===== src/rtl/trng_collector.sv =====
// trng_collector: gates the ring-oscillator TRNG, discards warm-up bits, runs a repetition-count
// health test and packs bits into words behind a FWFT FIFO. Optional macro: TRNG_VN_DEBIAS_EN.
module trng_collector #(
  parameter int WIDTH         = 32,
  parameter int FIFO_DEPTH    = 4,
  parameter int WARMUP_CYCLES = 64,
  parameter int RUN_LIMIT     = 32
) (
  input  logic                            clk,
  input  logic                            rst_n,
  input  logic                            enable_i,
  input  logic                            clear_alarm_i,
  output logic                            trng_en_o,
  input  logic                            trng_bit_i,
  output logic [WIDTH-1:0]                data_o,
  output logic                            valid_o,
  input  logic                            ready_i,
  output logic [$clog2(FIFO_DEPTH+1)-1:0] level_o,
  output logic                            alarm_o
);

  localparam int WW = $clog2(WARMUP_CYCLES);
  localparam int RW = $clog2(RUN_LIMIT + 1);
  localparam int BW = $clog2(WIDTH);
  localparam int PW = $clog2(FIFO_DEPTH);
  localparam int LW = $clog2(FIFO_DEPTH + 1);

  localparam logic [WW-1:0] WARM_LAST = WW'(WARMUP_CYCLES - 1);
  localparam logic [RW-1:0] RUN_MAX   = RW'(RUN_LIMIT);
  localparam logic [BW-1:0] BIT_LAST  = BW'(WIDTH - 1);
  localparam logic [LW-1:0] FIFO_FULL = LW'(FIFO_DEPTH);

  typedef enum logic [1:0] {IDLE, WARMUP, COLLECT, ALARM} state_e;

  state_e           state_q, state_d;
  logic [WW-1:0]    warmCnt_q, warmCnt_d;
  logic [RW-1:0]    runCnt_q, runCnt_d;
  logic             prevBit_q, prevBit_d;
  logic [BW-1:0]    bitCnt_q, bitCnt_d;
  logic [WIDTH-1:0] shift_q, shift_d;
  logic [WIDTH-1:0] pushWord;
  logic             accept, acceptBit, push, flush;

  logic [WIDTH-1:0] mem_q [FIFO_DEPTH];
  logic [PW-1:0]    wrPtr_q, rdPtr_q;
  logic [LW-1:0]    count_q, count_d;
  logic [WIDTH-1:0] hold_q;
  logic             pop, pushOk;

`ifdef TRNG_VN_DEBIAS_EN
  logic pairPhase_q, pairPhase_d, pairBit_q, pairBit_d;
`endif

  assign trng_en_o = (state_q == WARMUP) || (state_q == COLLECT);
  assign alarm_o   = (state_q == ALARM);
  assign valid_o   = (count_q != '0);
  assign level_o   = count_q;
  assign data_o    = valid_o ? mem_q[rdPtr_q] : hold_q;

  // Bit acceptance; the debiaser pairs raw bits and keeps the first bit of an unequal pair.
  always_comb begin
    accept    = 1'b0;
    acceptBit = trng_bit_i;
`ifdef TRNG_VN_DEBIAS_EN
    pairPhase_d = 1'b0;
    pairBit_d   = pairBit_q;
    if (state_q == COLLECT) begin
      pairPhase_d = ~pairPhase_q;
      if (!pairPhase_q) begin
        pairBit_d = trng_bit_i;
      end else begin
        accept    = (pairBit_q != trng_bit_i);
        acceptBit = pairBit_q;
      end
    end
`else
    accept = (state_q == COLLECT);
`endif
  end

  always_comb begin
    state_d   = state_q;
    warmCnt_d = '0;
    runCnt_d  = '0;
    prevBit_d = prevBit_q;
    bitCnt_d  = '0;
    shift_d   = '0;
    push      = 1'b0;
    flush     = 1'b0;
    pushWord  = {shift_q[WIDTH-2:0], acceptBit};
    case (state_q)
      IDLE: begin
        if (enable_i) state_d = WARMUP;
      end
      WARMUP: begin
        if (!enable_i)                  state_d = IDLE;
        else if (warmCnt_q == WARM_LAST) state_d = COLLECT;
        else                            warmCnt_d = warmCnt_q + WW'(1);
      end
      COLLECT: begin
        prevBit_d = trng_bit_i;
        if ((runCnt_q == '0) || (trng_bit_i != prevBit_q)) runCnt_d = RW'(1);
        else if (runCnt_q == RUN_MAX)                      runCnt_d = runCnt_q;
        else                                               runCnt_d = runCnt_q + RW'(1);
        bitCnt_d = bitCnt_q;
        shift_d  = shift_q;
        if (accept) begin
          shift_d = pushWord;
          if (bitCnt_q == BIT_LAST) begin
            push     = 1'b1;
            bitCnt_d = '0;
          end else begin
            bitCnt_d = bitCnt_q + BW'(1);
          end
        end
        // A health failure wins over everything, including a word completing this cycle.
        if (runCnt_d == RUN_MAX) begin
          state_d  = ALARM;
          flush    = 1'b1;
          push     = 1'b0;
          shift_d  = '0;
          bitCnt_d = '0;
        end else if (!enable_i) begin
          state_d = IDLE;
        end
      end
      ALARM: begin
        if (clear_alarm_i) state_d = IDLE;
      end
      default: state_d = IDLE;
    endcase
  end

  always_ff @(posedge clk or negedge rst_n) begin
    if (!rst_n) begin
      state_q   <= IDLE;
      warmCnt_q <= '0;
      runCnt_q  <= '0;
      prevBit_q <= 1'b0;
      bitCnt_q  <= '0;
      shift_q   <= '0;
`ifdef TRNG_VN_DEBIAS_EN
      pairPhase_q <= 1'b0;
      pairBit_q   <= 1'b0;
`endif
    end else begin
      state_q   <= state_d;
      warmCnt_q <= warmCnt_d;
      runCnt_q  <= runCnt_d;
      prevBit_q <= prevBit_d;
      bitCnt_q  <= bitCnt_d;
      shift_q   <= shift_d;
`ifdef TRNG_VN_DEBIAS_EN
      pairPhase_q <= pairPhase_d;
      pairBit_q   <= pairBit_d;
`endif
    end
  end

  // A full FIFO still accepts a push when the head is being popped in the same cycle.
  always_comb begin
    pop     = valid_o && ready_i && !flush;
    pushOk  = push && ((count_q != FIFO_FULL) || pop);
    count_d = count_q + LW'(pushOk) - LW'(pop);
  end

  always_ff @(posedge clk or negedge rst_n) begin
    if (!rst_n) begin
      wrPtr_q <= '0;
      rdPtr_q <= '0;
      count_q <= '0;
      hold_q  <= '0;
    end else begin
      hold_q <= data_o;
      if (flush) begin
        wrPtr_q <= '0;
        rdPtr_q <= '0;
        count_q <= '0;
      end else begin
        if (pushOk) wrPtr_q <= wrPtr_q + PW'(1);
        if (pop)    rdPtr_q <= rdPtr_q + PW'(1);
        count_q <= count_d;
      end
    end
  end

  always_ff @(posedge clk) begin
    if (pushOk) mem_q[wrPtr_q] <= pushWord;
  end

endmodule

===== config.mk =====
export PLATFORM = sky130hd
export DESIGN_NAME = trng_collector
export DESIGN_NICKNAME = d
export VERILOG_FILES = /design/src/rtl/trng_collector.sv
export SDC_FILE = /design/constraint.sdc
export NUM_CORES = 1
export LEC_CHECK = 0
export BUFFER_PORTS_ARGS = -buffer_cell sky130_fd_sc_hd__buf_2
export CAP_MARGIN = 20
export CORE_MARGIN = 1.5
export CORE_UTILIZATION = 50
export CTS_CLUSTER_SIZE = 24
export DETAILED_ROUTE_END_ITERATION = 10
export GPL_ROUTABILITY_DRIVEN = 1
export GPL_TIMING_DRIVEN = 0
export PLACE_DENSITY_LB_ADDON = 0.12
export SETUP_SLACK_MARGIN = 0.5
export SLEW_MARGIN = 40
export SYNTH_ARGS = -nofsm -noshare
export SYNTH_HDL_FRONTEND = slang
export SYNTH_SLANG_ARGS = --single-unit

===== constraint.sdc =====
create_clock -name clk -period 4.2 [get_ports clk]
set_input_delay 0.42 -clock clk [delete_from_list [all_inputs] [get_ports clk]]
set_output_delay 0.42 -clock clk [all_outputs]
set_load 0.005 [all_outputs]

==> results_tabular.tex <==
\begin{tabular}{lr}
\hline
Metric & Value \\
\hline
\multicolumn{2}{l}{\textbf{CTS}} \\
TritonCTS clock tree & done \\
Clock buffers created by TritonCTS & 23 \\
Largest buffer count on any clock path & 3 \\
Library cell used as clock root buffer & sky130\_fd\_sc\_hd\_\_clkbuf\_16 \\
Clock transition at the register clock pins on the worst setup and hold paths after CTS & 0.06 ns \\
H-Tree Level Count & 1 \\
Source-to-sink clock delay at the later pin of the worst-skew pair & 0.50 ns \\
Clock sink count & 218 \\
\multicolumn{2}{l}{\textbf{Drt}} \\
Number of detailed-route iterations in the first pass & 4 \\
Post-detailed-routing wire length & 14.6 mm \\
DRC marker count from the first detailed-route iteration & 257 \\
Wire length on met2 & 7.17 mm \\
Antenna Nets Post-Route & 0 \\
Mean routed wirelength per cell & 18.7 um \\
Vias per inst & 5.28 \\
DR vias & 4117 \\
Highest Signal Layer & met4 \\
Detailed-route wire length on metal 1 & 6.70 mm \\
Post-detailed-route DRC marker count & 0 \\
Wire length on met3 & 425 um \\
\multicolumn{2}{l}{\textbf{Critical path}} \\
Library cell contributing the largest single delay on the critical path & sky130\_fd\_sc\_hd\_\_dfrtp\_1 \\
Crit Reg-Reg Startpoint & runCnt\_q[0] \\
Type of destination of the critical path & flip-flop \\
Setup CP Type & reg2reg \\
Critical path data required time & 4.59 ns \\
Length in cells of the worst reg-to-reg path & 15 \\
Crit-path max cell delay & 0.47 ns \\
Arrival time at the worst endpoint & 3.88 ns \\
Cells traversed along the worst timing path & ha\_1 -> and4\_1 -> nor4\_4 -> o32ai\_4 -> a21oi\_4 -> buf\_6 -> nand2\_1 -> ha\_1 -> inv\_1 -> ha\_1 -> inv\_1 -> fa\_1 -> xnor2\_1 -> xnor2\_1 -> nor2\_1 \\
Worst r2r dst & level\_o[2] \\
Setup crit start kind & flip-flop \\
Critical Path Most Common Cell & sky130\_fd\_sc\_hd\_\_ha\_1 \\
Maximum fanout encountered on the critical timing path & 10 \\
Flop2flop setup slack & 0.71 ns \\
\multicolumn{2}{l}{\textbf{STA}} \\
Number of endpoints failing setup at the final stage & 0 \\
Worst Hold Slack & 0.226 ns \\
Highest Clock Rate & 286 MHz \\
Fin worst setup slack & 0.709 ns \\
Period Utilization, post-route & 83.1\% \\
Final count of pins violating max slew & 0 \\
Total count of hold-check failures in the final report & 0 \\
Rel. slew slack & 53.7\% \\
Slew @ Worst Pin & 0.694 ns \\
Unrepaired setup endpoints after global routing & no \\
Final worst path period need & 3.49 ns \\
Post-Route Setup TNS & 0 ns \\
Worst clock skew & 0.0147 ns \\
\multicolumn{2}{l}{\textbf{Global routing}} \\
Overall global routing resource usage & 16.9\% \\
Grt total ovfl & 0 \\
Via count of the first global-routing pass & 4291 \\
Antenna violations before repair & 0 \\
Largest net degree at the start of global routing & 64 \\
Wire length of the first global-routing pass & 23.4 mm \\
\multicolumn{2}{l}{\textbf{Floorplanning}} \\
Height of the die & 134 um \\
Core region area & 16700 um\^{}2 \\
Count of standard-cell rows & 47 \\
Die Area & 18000 um\^{}2 \\
Io pins & 44 \\
Initial Utilization & 51.4\% \\
Die Width & 134 um \\
\multicolumn{2}{l}{\textbf{Pwr}} \\
Lkg Pwr & 4.33 nW \\
Proportion of power drawn by the clock network & 38.7\% \\
Logic pwr share & 13.7\% \\
Design internal power & 3.68 mW \\
Highest ir drop seen on vdd & 0.000321 V \\
Switching share of power & 24.8\% \\
Reg power frac & 47.6\% \\
Power density normalized to cell area & 495 nW/um\^{}2 \\
Psw & 1.22 mW \\
Post-layout total power & 4.90 mW \\
\multicolumn{2}{l}{\textbf{Flow run}} \\
Number of maximum-capacitance constraint violations & 0 \\
\multicolumn{2}{l}{\textbf{Cells and area}} \\
Total inserted antenna cells & 0 \\
Final core utilization & 59.3\% \\
Layout net count & 566 \\
Post-route cell area & 9900 um\^{}2 \\
Final Instance Count excl. Fillers & 780 \\
Most common cell after layout, fill and taps aside & sky130\_fd\_sc\_hd\_\_edfxtp\_1 \\
Commonest non-fill, non-tap cells in the layout & 128 x sky130\_fd\_sc\_hd\_\_edfxtp\_1, 90 x sky130\_fd\_sc\_hd\_\_dfrtp\_1, 46 x sky130\_fd\_sc\_hd\_\_buf\_2, 33 x sky130\_fd\_sc\_hd\_\_mux2\_2, 32 x sky130\_fd\_sc\_hd\_\_mux4\_2 \\
Share of layout cells above drive strength 1 & 37.3\% \\
Area Growth Syn to Fin & 15.4\% \\
\multicolumn{2}{l}{\textbf{Placement}} \\
Cell count after placement & 732 \\
Port Buffer Count & 43 \\
Weighted congestion reported at the end of routability-driven placement & 0.757 \\
Final HPWL DP & 8.48 mm \\
Instance area at placement & 9120 um\^{}2 \\
Post-Place Worst Slack & 0.616 ns \\
\multicolumn{2}{l}{\textbf{Synth}} \\
Summed instance area of the synthesized netlist & 8580 um\^{}2 \\
Warnings, synthesis & 0 \\
Average footprint of a synthesized cell & 18.3 um\^{}2 \\
Proportion of synthesized chip area in sequential cells & 71.0\% \\
Net count after synthesis & 491 \\
Count of unique library cells instantiated by Yosys & 55 \\
Number of register bits inferred by synthesis & 218 \\
Number of cells produced by synthesis & 468 \\
Count of flip-flops with a built-in enable after synthesis & 128 \\
Fraction of synthesis flops using an asynchronous set or reset pin & 41.3\% \\
Top flip-flop cell by instance count after synthesis & sky130\_fd\_sc\_hd\_\_edfxtp\_1 \\
\multicolumn{2}{l}{\textbf{Worst hold path}} \\
Hold Path End & mem\_q[0][0] \\
Startpoint of the tightest hold check path & trng\_bit\_i \\
Count of cells along the worst hold path & 1 \\
Type of the worst min-delay path & in2reg \\
\multicolumn{2}{l}{\textbf{Status}} \\
Run status & completed \\
\hline
\end{tabular}
-- power groups by stage --
| stage | Combinational [mW] | Clock (mW) | Sequential (mW) |
|---|---|---|---|
| final | 0.673 | 1.89 | 2.33 |
| after global routing | 0.751 | 2.01 | 2.33 |
| after CTS | 0.700 | 1.94 | 2.33 |
| after detailed placement | 0.696 | 0 | 2.37 |
| after global placement | 0.677 | 0 | 2.37 |
| after floorplan | 0.486 | 0 | 2.37 |
-- metal layers --
layer,vias up,global-route usage (%)
li1,1922,-
met5,-,0
met3,25,2.80
met2,64,27.9
met4,0,3.99
met1,2106,23.8
-- registers in the layout, summed over array words and instances (netlist names) --
signal     cells
warmCnt_q      6
wrPtr_q        2
hold_q        32
bitCnt_q       5
rdPtr_q        2
state_q        2
prevBit_q      1
shift_q       31
level_o        3
mem_q        128
runCnt_q       6
-- worst max-delay path by stage --
stage	startpoint	to	slack, ns
floorplan	runCnt_q[0]	level_o[2]	1.0
global placement	runCnt_q[0]	level_o[2]	0.71
detailed placement	runCnt_q[0]	level_o[2]	0.62
CTS	runCnt_q[0]	level_o[2]	0.61
global route	runCnt_q[0]	level_o[2]	0.49
finish	runCnt_q[0]	level_o[2]	0.71
-- synth_stat cells, drive strengths merged (2+ instances only) --
| cell type | number | area [um^2] |
|---|---|---|
| a211o | 2 | 20.0 |
| a21o | 2 | 16.3 |
| a21oi | 6 | 45.1 |
| and2 | 33 | 260 |
| and3 | 9 | 61.3 |
| buf | 12 | 98.8 |
| clkbuf | 8 | 30.0 |
| dfrtp | 90 | 2250 |
| edfxtp | 128 | 3840 |
| ha | 16 | 200 |
| inv | 12 | 45.0 |
| mux2 | 33 | 372 |
| mux4 | 32 | 721 |
| nand2 | 8 | 32.5 |
| nand3 | 8 | 45.0 |
| nor2 | 17 | 63.8 |
| nor3 | 3 | 26.3 |
| nor4 | 6 | 52.6 |
| nor4b | 3 | 47.5 |
| o21ai | 5 | 25.0 |
| o22ai | 3 | 18.8 |
| o32ai | 2 | 36.3 |
| or2 | 2 | 12.5 |
| or3 | 3 | 23.8 |
| xnor2 | 6 | 52.6 |
| xor2 | 7 | 61.3 |
-- logic make-up (layout without fill, tap and decap cells) --
logic type | count (synthesis) | count (layout) | synth area share (%)
flip-flops | 218 | 218 | 71.0
AND/OR/NAND/NOR | 97 | 97 | 7.77
multiplexers | 66 | 66 | 12.8
buffers and inverters | 32 | 124 | 2.03
AO/OA/AOI/OAI | 25 | 25 | 2.42
adder cells (fa/ha/maj) | 17 | 17 | 2.57
XOR/XNOR | 13 | 13 | 1.33
-- final cells by class --
type / count / area (um^2)
inverters: 12 / 45.0
flip-flops and latches: 218 / 6100
clock buffers: 26 / 597
multi-input cells: 218 / 2350
plain buffers: 20 / 129
fillers: 1274 / 6800
well taps: 220 / 275
clock inverters: 16 / 113
repair buffers: 50 / 300
-- worst max-delay path: cells and delay by family (launching register included) --
kind,cells,cell delay (ns)
compound gates,2,0.45
xor+xnor,2,0.33
fa+ha+maj,4,1.14
buf+inv,3,0.29
flops,1,0.47
simple gates,4,0.69
-- repair_timing --
action | CTS | global route
endpoints found under the setup margin | 0 | 1
hold buffers | 1 | 0
setup buffers | 0 | 5
hold endpoints to repair | 27 | 0
gates resized for setup | 0 | 3
(Power assumes the default switching activity.)
